`src/rtl/axi4_burst_master_if.sv`:
```
// AXI4 full-channel bundle shared by the burst master and its responder.
// No logic and no latency; each channel carries its own valid/ready pair.
// Backpressure is per channel, driven by whichever end owns the ready signal.
interface axi4_ifc #(
    parameter int AWIDTH = 32,
    parameter int DWIDTH = 32,
    parameter int IWIDTH = 1
);
    logic [IWIDTH-1:0]   awid;
    logic [AWIDTH-1:0]   awaddr;
    logic [7:0]          awlen;
    logic [2:0]          awsize;
    logic [1:0]          awburst;
    logic                awlock;
    logic [3:0]          awcache;
    logic [2:0]          awprot;
    logic [3:0]          awqos;
    logic [3:0]          awregion;
    logic                awvalid;
    logic                awready;

    logic [DWIDTH-1:0]   wdata;
    logic [DWIDTH/8-1:0] wstrb;
    logic                wlast;
    logic                wvalid;
    logic                wready;

    logic [IWIDTH-1:0]   bid;
    logic [1:0]          bresp;
    logic                bvalid;
    logic                bready;

    logic [IWIDTH-1:0]   arid;
    logic [AWIDTH-1:0]   araddr;
    logic [7:0]          arlen;
    logic [2:0]          arsize;
    logic [1:0]          arburst;
    logic                arlock;
    logic [3:0]          arcache;
    logic [2:0]          arprot;
    logic [3:0]          arqos;
    logic [3:0]          arregion;
    logic                arvalid;
    logic                arready;

    logic [IWIDTH-1:0]   rid;
    logic [DWIDTH-1:0]   rdata;
    logic [1:0]          rresp;
    logic                rlast;
    logic                rvalid;
    logic                rready;

    modport initiator (
        output awid, awaddr, awlen, awsize, awburst, awlock, awcache, awprot,
               awqos, awregion, awvalid,
        input  awready,
        output wdata, wstrb, wlast, wvalid,
        input  wready,
        input  bid, bresp, bvalid,
        output bready,
        output arid, araddr, arlen, arsize, arburst, arlock, arcache, arprot,
               arqos, arregion, arvalid,
        input  arready,
        input  rid, rdata, rresp, rlast, rvalid,
        output rready
    );

    modport responder (
        input  awid, awaddr, awlen, awsize, awburst, awlock, awcache, awprot,
               awqos, awregion, awvalid,
        output awready,
        input  wdata, wstrb, wlast, wvalid,
        output wready,
        output bid, bresp, bvalid,
        input  bready,
        input  arid, araddr, arlen, arsize, arburst, arlock, arcache, arprot,
               arqos, arregion, arvalid,
        output arready,
        output rid, rdata, rresp, rlast, rvalid,
        input  rready
    );
endinterface

```
`src/rtl/axi4_burst_master.sv`:
```
// Single-outstanding AXI4 INCR burst master driven by a simple command port.
// Data beats pass through combinationally; done pulses with the B / last-R handshake.
// Upstream/downstream stalls only hold the FSM; 4 KB-crossing commands are rejected.
module axi4_burst_master #(
    parameter int AWIDTH = 32,
    parameter int DWIDTH = 32,
    parameter int IWIDTH = 1
) (
    input  logic              clk,
    input  logic              reset,
    input  logic              cmd_valid,
    output logic              cmd_ready,
    input  logic              cmd_write,
    input  logic [AWIDTH-1:0] cmd_addr,
    input  logic [7:0]        cmd_len,
    input  logic [DWIDTH-1:0] wr_data,
    input  logic              wr_valid,
    output logic              wr_ready,
    output logic [DWIDTH-1:0] rd_data,
    output logic              rd_valid,
    output logic              rd_last,
    input  logic              rd_ready,
    output logic              done,
    output logic              err,
    axi4_ifc.initiator        m
);
    localparam int BYTES = DWIDTH / 8;
    localparam int LSB   = $clog2(BYTES);

    typedef enum logic [2:0] {S_IDLE, S_AW, S_W, S_B, S_AR, S_R} state_t;

    state_t            r_state;
    state_t            w_next;
    logic [AWIDTH-1:0] r_addr;
    logic [7:0]        r_len;
    logic [7:0]        r_beat;
    logic              r_rerr;
    logic              r_rej;

    logic [AWIDTH-1:0] w_addr_al;
    logic [13:0]       w_span;
    logic              w_cross;
    logic              w_accept;
    logic              w_w_hs;
    logic              w_r_hs;
    logic              w_unused_ok;

    assign w_addr_al = {cmd_addr[AWIDTH-1:LSB], {LSB{1'b0}}};
    // Offset within the 4 KB page plus burst byte count; the sum fits in 14 bits.
    assign w_span    = {2'b00, w_addr_al[11:0]} + ((14'(cmd_len) + 14'd1) << LSB);
    assign w_cross   = (w_span > 14'd4096);

    assign m.awid     = '0;
    assign m.awaddr   = r_addr;
    assign m.awlen    = r_len;
    assign m.awsize   = 3'(LSB);
    assign m.awburst  = 2'b01;
    assign m.awlock   = 1'b0;
    assign m.awcache  = 4'b0011;
    assign m.awprot   = 3'b000;
    assign m.awqos    = 4'd0;
    assign m.awregion = 4'd0;
    assign m.wdata    = wr_data;
    assign m.wstrb    = '1;
    assign m.wlast    = (r_beat == r_len);
    assign m.arid     = '0;
    assign m.araddr   = r_addr;
    assign m.arlen    = r_len;
    assign m.arsize   = 3'(LSB);
    assign m.arburst  = 2'b01;
    assign m.arlock   = 1'b0;
    assign m.arcache  = 4'b0011;
    assign m.arprot   = 3'b000;
    assign m.arqos    = 4'd0;
    assign m.arregion = 4'd0;
    assign rd_data    = m.rdata;

    assign w_unused_ok = ^{m.bid, m.rid};

    always_ff @(posedge clk) begin
        if (reset) begin
            r_state <= S_IDLE;
        end else begin
            r_state <= w_next;
        end
    end

    always_comb begin
        w_next    = r_state;
        cmd_ready = 1'b0;
        w_accept  = 1'b0;
        w_w_hs    = 1'b0;
        w_r_hs    = 1'b0;
        m.awvalid = 1'b0;
        m.wvalid  = 1'b0;
        m.bready  = 1'b0;
        m.arvalid = 1'b0;
        m.rready  = 1'b0;
        wr_ready  = 1'b0;
        rd_valid  = 1'b0;
        rd_last   = 1'b0;
        done      = 1'b0;
        err       = 1'b0;
        case (r_state)
            S_IDLE: begin
                cmd_ready = 1'b1;
                w_accept  = cmd_valid;
                done      = r_rej;
                err       = r_rej;
                if (cmd_valid && !w_cross) begin
                    w_next = cmd_write ? S_AW : S_AR;
                end
            end
            S_AW: begin
                m.awvalid = 1'b1;
                if (m.awready) w_next = S_W;
            end
            S_W: begin
                m.wvalid = wr_valid;
                wr_ready = m.wready;
                w_w_hs   = wr_valid && m.wready;
                if (w_w_hs && m.wlast) w_next = S_B;
            end
            S_B: begin
                m.bready = 1'b1;
                if (m.bvalid) begin
                    done   = 1'b1;
                    err    = (m.bresp != 2'b00);
                    w_next = S_IDLE;
                end
            end
            S_AR: begin
                m.arvalid = 1'b1;
                if (m.arready) w_next = S_R;
            end
            S_R: begin
                rd_valid = m.rvalid;
                rd_last  = m.rlast;
                m.rready = rd_ready;
                w_r_hs   = m.rvalid && rd_ready;
                if (w_r_hs && m.rlast) begin
                    done   = 1'b1;
                    err    = r_rerr || (m.rresp != 2'b00);
                    w_next = S_IDLE;
                end
            end
            default: w_next = S_IDLE;
        endcase
        // Reset silences every handshake output immediately, not just after the edge.
        if (reset) begin
            cmd_ready = 1'b0;
            w_accept  = 1'b0;
            w_w_hs    = 1'b0;
            w_r_hs    = 1'b0;
            m.awvalid = 1'b0;
            m.wvalid  = 1'b0;
            m.bready  = 1'b0;
            m.arvalid = 1'b0;
            m.rready  = 1'b0;
            wr_ready  = 1'b0;
            rd_valid  = 1'b0;
            rd_last   = 1'b0;
            done      = 1'b0;
            err       = 1'b0;
        end
    end

    always_ff @(posedge clk) begin
        if (reset) begin
            r_addr <= '0;
            r_len  <= '0;
            r_beat <= '0;
            r_rerr <= 1'b0;
            r_rej  <= 1'b0;
        end else begin
            r_rej <= w_accept && w_cross;
            if (w_accept) begin
                r_addr <= w_addr_al;
                r_len  <= cmd_len;
                r_beat <= '0;
                r_rerr <= 1'b0;
            end
            if (w_w_hs) r_beat <= r_beat + 8'd1;
            if (w_r_hs) r_rerr <= r_rerr || (m.rresp != 2'b00);
        end
    end
endmodule

```
`src/flat_wrapper.sv`:
```
// flat-port wrapper written by rule: the top's interface ports become plain ports
module axi4_burst_master_flat 
#(
    parameter int AWIDTH = 32,
    parameter int DWIDTH = 32,
    parameter int IWIDTH = 1
)
  (clk, reset, cmd_valid, cmd_ready, cmd_write, cmd_addr, cmd_len, wr_data, wr_valid, wr_ready, rd_data, rd_valid, rd_last, rd_ready, done, err, m_awid, m_awaddr, m_awlen, m_awsize, m_awburst, m_awlock, m_awcache, m_awprot, m_awqos, m_awregion, m_awvalid, m_awready, m_wdata, m_wstrb, m_wlast, m_wvalid, m_wready, m_bid, m_bresp, m_bvalid, m_bready, m_arid, m_araddr, m_arlen, m_arsize, m_arburst, m_arlock, m_arcache, m_arprot, m_arqos, m_arregion, m_arvalid, m_arready, m_rid, m_rdata, m_rresp, m_rlast, m_rvalid, m_rready);
  axi4_ifc #(.AWIDTH(AWIDTH), .DWIDTH(DWIDTH), .IWIDTH(IWIDTH)) m_i ();
  input  logic clk;
  input  logic reset;
  input  logic cmd_valid;
  output logic cmd_ready;
  input  logic cmd_write;
  input  logic [AWIDTH-1:0] cmd_addr;
  input  logic [7:0] cmd_len;
  input  logic [DWIDTH-1:0] wr_data;
  input  logic wr_valid;
  output logic wr_ready;
  output logic [DWIDTH-1:0] rd_data;
  output logic rd_valid;
  output logic rd_last;
  input  logic rd_ready;
  output logic done;
  output logic err;
  output wire logic [$bits(m_i.awid)-1:0] m_awid;
  output wire logic [$bits(m_i.awaddr)-1:0] m_awaddr;
  output wire logic [$bits(m_i.awlen)-1:0] m_awlen;
  output wire logic [$bits(m_i.awsize)-1:0] m_awsize;
  output wire logic [$bits(m_i.awburst)-1:0] m_awburst;
  output wire logic [$bits(m_i.awlock)-1:0] m_awlock;
  output wire logic [$bits(m_i.awcache)-1:0] m_awcache;
  output wire logic [$bits(m_i.awprot)-1:0] m_awprot;
  output wire logic [$bits(m_i.awqos)-1:0] m_awqos;
  output wire logic [$bits(m_i.awregion)-1:0] m_awregion;
  output wire logic [$bits(m_i.awvalid)-1:0] m_awvalid;
  input wire logic [$bits(m_i.awready)-1:0] m_awready;
  output wire logic [$bits(m_i.wdata)-1:0] m_wdata;
  output wire logic [$bits(m_i.wstrb)-1:0] m_wstrb;
  output wire logic [$bits(m_i.wlast)-1:0] m_wlast;
  output wire logic [$bits(m_i.wvalid)-1:0] m_wvalid;
  input wire logic [$bits(m_i.wready)-1:0] m_wready;
  input wire logic [$bits(m_i.bid)-1:0] m_bid;
  input wire logic [$bits(m_i.bresp)-1:0] m_bresp;
  input wire logic [$bits(m_i.bvalid)-1:0] m_bvalid;
  output wire logic [$bits(m_i.bready)-1:0] m_bready;
  output wire logic [$bits(m_i.arid)-1:0] m_arid;
  output wire logic [$bits(m_i.araddr)-1:0] m_araddr;
  output wire logic [$bits(m_i.arlen)-1:0] m_arlen;
  output wire logic [$bits(m_i.arsize)-1:0] m_arsize;
  output wire logic [$bits(m_i.arburst)-1:0] m_arburst;
  output wire logic [$bits(m_i.arlock)-1:0] m_arlock;
  output wire logic [$bits(m_i.arcache)-1:0] m_arcache;
  output wire logic [$bits(m_i.arprot)-1:0] m_arprot;
  output wire logic [$bits(m_i.arqos)-1:0] m_arqos;
  output wire logic [$bits(m_i.arregion)-1:0] m_arregion;
  output wire logic [$bits(m_i.arvalid)-1:0] m_arvalid;
  input wire logic [$bits(m_i.arready)-1:0] m_arready;
  input wire logic [$bits(m_i.rid)-1:0] m_rid;
  input wire logic [$bits(m_i.rdata)-1:0] m_rdata;
  input wire logic [$bits(m_i.rresp)-1:0] m_rresp;
  input wire logic [$bits(m_i.rlast)-1:0] m_rlast;
  input wire logic [$bits(m_i.rvalid)-1:0] m_rvalid;
  output wire logic [$bits(m_i.rready)-1:0] m_rready;
  assign m_awid = m_i.awid;
  assign m_awaddr = m_i.awaddr;
  assign m_awlen = m_i.awlen;
  assign m_awsize = m_i.awsize;
  assign m_awburst = m_i.awburst;
  assign m_awlock = m_i.awlock;
  assign m_awcache = m_i.awcache;
  assign m_awprot = m_i.awprot;
  assign m_awqos = m_i.awqos;
  assign m_awregion = m_i.awregion;
  assign m_awvalid = m_i.awvalid;
  assign m_i.awready = m_awready;
  assign m_wdata = m_i.wdata;
  assign m_wstrb = m_i.wstrb;
  assign m_wlast = m_i.wlast;
  assign m_wvalid = m_i.wvalid;
  assign m_i.wready = m_wready;
  assign m_i.bid = m_bid;
  assign m_i.bresp = m_bresp;
  assign m_i.bvalid = m_bvalid;
  assign m_bready = m_i.bready;
  assign m_arid = m_i.arid;
  assign m_araddr = m_i.araddr;
  assign m_arlen = m_i.arlen;
  assign m_arsize = m_i.arsize;
  assign m_arburst = m_i.arburst;
  assign m_arlock = m_i.arlock;
  assign m_arcache = m_i.arcache;
  assign m_arprot = m_i.arprot;
  assign m_arqos = m_i.arqos;
  assign m_arregion = m_i.arregion;
  assign m_arvalid = m_i.arvalid;
  assign m_i.arready = m_arready;
  assign m_i.rid = m_rid;
  assign m_i.rdata = m_rdata;
  assign m_i.rresp = m_rresp;
  assign m_i.rlast = m_rlast;
  assign m_i.rvalid = m_rvalid;
  assign m_rready = m_i.rready;
  axi4_burst_master #(.AWIDTH(AWIDTH), .DWIDTH(DWIDTH), .IWIDTH(IWIDTH)) u_core (.clk(clk), .reset(reset), .cmd_valid(cmd_valid), .cmd_ready(cmd_ready), .cmd_write(cmd_write), .cmd_addr(cmd_addr), .cmd_len(cmd_len), .wr_data(wr_data), .wr_valid(wr_valid), .wr_ready(wr_ready), .rd_data(rd_data), .rd_valid(rd_valid), .rd_last(rd_last), .rd_ready(rd_ready), .done(done), .err(err), .m(m_i));
endmodule
```
`config.mk`:
```
export PLATFORM = sky130hd
export DESIGN_NAME = axi4_burst_master_flat
export DESIGN_NICKNAME = d
export VERILOG_FILES = /design/src/rtl/axi4_burst_master_if.sv /design/src/rtl/axi4_burst_master.sv /design/src/flat_wrapper.sv
export SDC_FILE = /design/constraint.sdc
export NUM_CORES = 1
export LEC_CHECK = 0
export BUFFER_PORTS_ARGS = -buffer_cell sky130_fd_sc_hd__buf_2
export CAP_MARGIN = 10
export CORE_AREA = 4 4 125 127
export DETAILED_ROUTE_END_ITERATION = 7
export DIE_AREA = 0 0 129 131
export SLEW_MARGIN = 30
export SYNTH_ARGS = -nofsm -noshare
export SYNTH_HDL_FRONTEND = slang
export SYNTH_SLANG_ARGS = --single-unit
```
`constraint.sdc`:
```
create_clock -name clk -period 2.8 [get_ports clk]
set_input_delay 0.42 -clock clk [delete_from_list [all_inputs] [get_ports clk]]
set_output_delay 0.42 -clock clk [all_outputs]
set_load 0.03 [all_outputs]
```
Word level (Yosys, flattened, before mapping)
Cells that the tools add are included. W data, S select, Z words.

Mux-type cells: 44. Bitwise gates (word level): 0. Reduce and logical (&&, ||, !) cells: 14. $add $sub $neg: 3. Shift-type cells: 0. Magnitude comparators: 1. Multiply operators: 0. Divide/modulo/power cells: 0. Eq/ne operators: 12.

Operator list (number): $mux W1 (32); $mux W3 (7); $pmux W3 S6 (1); $mux W8 (2); $add A12 B14 Y14 (1); $gt A14 B13 Y1 const B (1); $add A8 B1 Y9 const B (1); $add A8 B1 Y8 const B (1); $eq A8 B8 Y1 (1); $reduce_bool A2 Y1 (4); $eq A3 B2 Y1 const B (2); $eq A3 B3 Y1 const B (2); $logic_and A1 B1 Y1 (6); $ne A2 B1 Y1 const B (3); $ne A2 B2 Y1 const B (3); $pmux W1 S3 (2); $reduce_and A6 Y1 (1); $eq A3 B1 Y1 const B (1); $logic_not A3 Y1 (1); $logic_not A1 Y1 (1); $logic_or A1 B1 Y1 (1).

Bits in latches: 0. Logic and storage cells: 80. Memories: 0. Bits in read-only memories: 0. Output and inout port bits: 204. Register bits: 51. Bits in writable memories: 0.

Longest topological paths before layout
Word-level depth: 7. Depth in mapped cells: 11.

Least setup slack after synthesis
No wires, ideal clock.

Path kind: input -> register. Start: input cmd_len[0]. End: register u_core.r_state[2]. Slack: 0.135 ns. Required time: 2.708 ns. Path buffers: 0. Stages on the path: 8. Arrival time: 2.573 ns. Cells stage by stage: ha_1 > fa_1 > a32oi_2 > a21oi_2 > or3_4 > a2111oi_4 > a31oi_1 > o32ai_1.

Word-level cells in the longest chain between the ends: 7.

RTL lines: start: declaration (RTL line flat_wrapper.sv:16) `input logic [7:0] cmd_len;`; $add A8 B1 Y9 (RTL line axi4_burst_master.sv:50) `assign w_span = {2'b00, w_addr_al[11:0]} + ((14'(cmd_len) + 14'd1) << LSB);`; $add A12 B14 Y14 (RTL line axi4_burst_master.sv:50); $gt A14 B13 Y1 (RTL line axi4_burst_master.sv:51) `assign w_cross = (w_span > 14'd4096);`; $logic_not A1 Y1 (RTL line axi4_burst_master.sv:110) `if (cmd_valid && !w_cross) begin`; $logic_and A1 B1 Y1 (RTL line axi4_burst_master.sv:110); $ne A2 B1 Y1 (no line); $reduce_and A6 Y1 (no line); end signal: assignment (RTL line axi4_burst_master.sv:84) `r_state <= w_next;`; end: declaration (RTL line axi4_burst_master.sv:32) `state_t r_state;`.

Every way passes these cells. A chain may end at the register's enable or synchronous reset.

Worst setup path in the final report
Start: input cmd_len[1]. End: register u_core.r_state[2].

Same word-level chain as after synthesis.

==> flow_summary.yaml <==
outcome:
  status: "finished, final reports clean"
yosys:
  synth_area_sq_um: 4080
  synth_most_common_cell: "buf_4"
  synth_edf_count: 0
  avgSynthCellArea_sq_um: 7.80
  synth_area_leader_cell: "buf_4"
  synth.distinct_cells: 55
  netlist_instances: 523
  yosysTopAreaCellShare_pct: 28.5
  synth_area_leaders: "buf_4 29%, dfxtp_1 25%, nand2_1 8.0%"
  yosysSeqAreaShare_pct: 25.0
  synth.top_cells.by_count: "155 x buf_4, 87 x nand2_1, 51 x dfxtp_1"
  synth_warnings: 0
  synth-seq-cells: 51
  synth_top_flop_cell: "dfxtp_1"
  async_flop_share_pct: 0
grt:
  grt_use_total_pct: 12.0
  grt_max_degree: 55
  grt.overflow.total: 0
  grt_pass1_vias: 2864
  antenna_found_initial: 0
  grt_pass1_wl_um: 15600
floorplanning:
  die_h_um: 131
  ios: 326
  initial_core_util_pct: 28.3
  core_area_sq_um: 14400
  die_w_um: 129
  dieArea_sq_um: 16900
  row_count: 44
sta:
  setup_slack_ns: 0.171
  relSlewSlack_pct: 63.8
  tightest_slew_ns: 0.542
  slew_viol_final: 0
  finalCritPeriodShare_pct: 93.9
  worst_hold_slack_ns: 0.299
  min_period_ns: 2.63
  tns_ns: 0
  setup_viol: 0
  finalHoldViolCount: 0
  rsz0062_at_grt: "no"
  skew_ns: 0.00817
  clock.fmax_mhz: 380
placement:
  hpwl_um: 8360
  gp_congestion: 0.825
  place_ws_ns: -0.193
  port_buffers: 141
cts:
  htree_levels: 2
  ctsLongestPathBuffers: 2
  post_cts_buffers: 0
  numCtsBuffers: 5
  root_buffer: "clkbuf_16"
  clk_latency_ns: 0.30
  cts_tree: "yes"
  cts.sinks: 51
  path_clk_slew_ns: 0.07
routing:
  route.vias.total: 3225
  drc: 0
  routed_wl_um: 10800
  drtPass1Iterations: 4
  detail-route-antenna-nets: 0
  initialDrtViolationCount: 123
  routedWlPerCell_um: 14.4
  vias_per_cell: 4.29
cells_and_area:
  fill_cells: 1597
  area_growth_syn_to_layout_pct: 4.39
  insertedDiodeCount: 0
  fin_util_pct: 29.5
  nNetsFinal: 702
  drive_above_1_share_pct: 32.3
power_and_ir_drop:
  leakage_nw: 2.18
  vdd_drop_max_mv: 0.237
  power_density_nw_per_um2: 808
worst_setup_path:
  cp-end-kind: "flop"
  startpoint: "cmd_len[1]"
  startpoint_type: "input port"
  critical_path_class: "input port to flop"
  reg2reg_slack_ns: 0.74
  cp_max_fo: 4
  r2r_start: "u_core.r_state[0]"
  required_ns: 3.00
  arrival_ns: 2.83
job:
  maxCapViolCount: 0
hold_path:
  min_path_type: "input port to flop"
  min_from: "cmd_addr[12]"
[report_power, final]
group | total, mW | leakage [nW] | internal (mW) | switching [mW]
registers | 1.08 | 0.418 | 0.888 | 0.190
clock network | 0.617 | 0.0669 | 0.331 | 0.286
logic | 1.75 | 1.70 | 0.511 | 1.24
total | 3.44 | 2.18 | 1.73 | 1.71
[layer usage]
metal / wire [um] / track usage, % / up-vias / part of all wire, %
met5: 0 / 0 / - / 0
met4: 234 / 4.26 / 0 / 2.2
met3: 935 / 4.07 / 22 / 8.7
met2: 5030 / 18.6 / 133 / 47
met1: 4600 / 15.5 / 1453 / 43
li1: - / - / 1617 / -
[final cells by class]
type / instances / area [sq um] / share of cell area, %
Inverter: 3 / 11.3 / 0.264
Clock inverter: 2 / 12.5 / 0.294
Sequential cell: 51 / 1020 / 24.0
Tap cell: 184 / 230 / 5.41
Timing Repair Buffer: 163 / 871 / 20.4
Clock buffer: 6 / 129 / 3.03
Multi-Input combinational cell: 342 / 1980 / 46.6
[per-stage QoR]
stage	instances	total power [mW]	instance area (sq um)
after floorplan	573	2.71	4270
after global placement	743	2.85	4110
after detailed placement	743	2.86	4110
after CTS	751	3.50	4250
after global routing	751	3.68	4260
final	751	3.44	4260
[kinds of logic (layout without fill, tap and decap cells)]
group           after synthesis  count (layout)  synth area share [%]
simple gates                201             201                  25.1
buf+inv                     180             174                  31.1
compound gates               55              55                  9.75
flops                        51              51                  25.0
xor+xnor                     19              19                  4.08
fa+ha+maj                    14              14                  4.48
other cells                   2              52                 0.184
mux                           1               1                 0.276
[final timing paths]
kind | to | cells past startpoint
worst max-delay path | u_core.r_state[2] | 12
worst min-delay path | u_core.m.araddr[12] | 3
worst max register to register | u_core.m.araddr[14] | 5
worst min register to register | u_core.r_rerr | 2
[repair_timing]
item	4_1_cts	5_1_grt
setup endpoints to repair	0	2
hold buffers	0	0
resized for setup	0	1
endpoints found under the hold margin	0	0
[critical path, cell delays in order]
cell and delay [ns]:
buf_2 0.14, and3_1 0.16, nand3_1 0.14, buf_4 0.18, xnor2_1 0.17, ha_1 0.26, o21ai_1 0.13, a21oi_2 0.06
or3_4 0.34, a2111oi_4 0.36, a31oi_2 0.17, o32ai_1 0.28
[sequential cells by signal (all words and copies together) (netlist names)]
| signal | flops |
|---|---|
| u_core.r_rerr | 1 |
| u_core.r_rej | 1 |
| u_core.m.araddr | 30 |
| u_core.r_beat | 8 |
| u_core.m.arlen | 8 |
| u_core.r_state | 3 |
[cell usage in the layout (no fill, tap or decap), types with 3 or more instances in the layout]
master / netlist / final
xor2_1: 4 / 4
nand4_1: 4 / 4
inv_1: 3 / 3
nand3_1: 13 / 13
buf_4: 155 / 22
and3_1: 4 / 4
nor3_1: 8 / 8
conb_1: 2 / 52
a21oi_1: 13 / 13
o211ai_1: 3 / 3
a211oi_1: 4 / 4
o21ai_0: 9 / 9
nand2_1: 87 / 87
xnor2_1: 15 / 15
buf_2: 1 / 141
clkbuf_16: 0 / 5
nor2_1: 25 / 25
dfxtp_1: 51 / 51
ha_1: 13 / 13
nand3b_1: 38 / 38
nor4_1: 4 / 4
and2_1: 6 / 5
No activity file was read; power rests on OpenSTA's default activity.
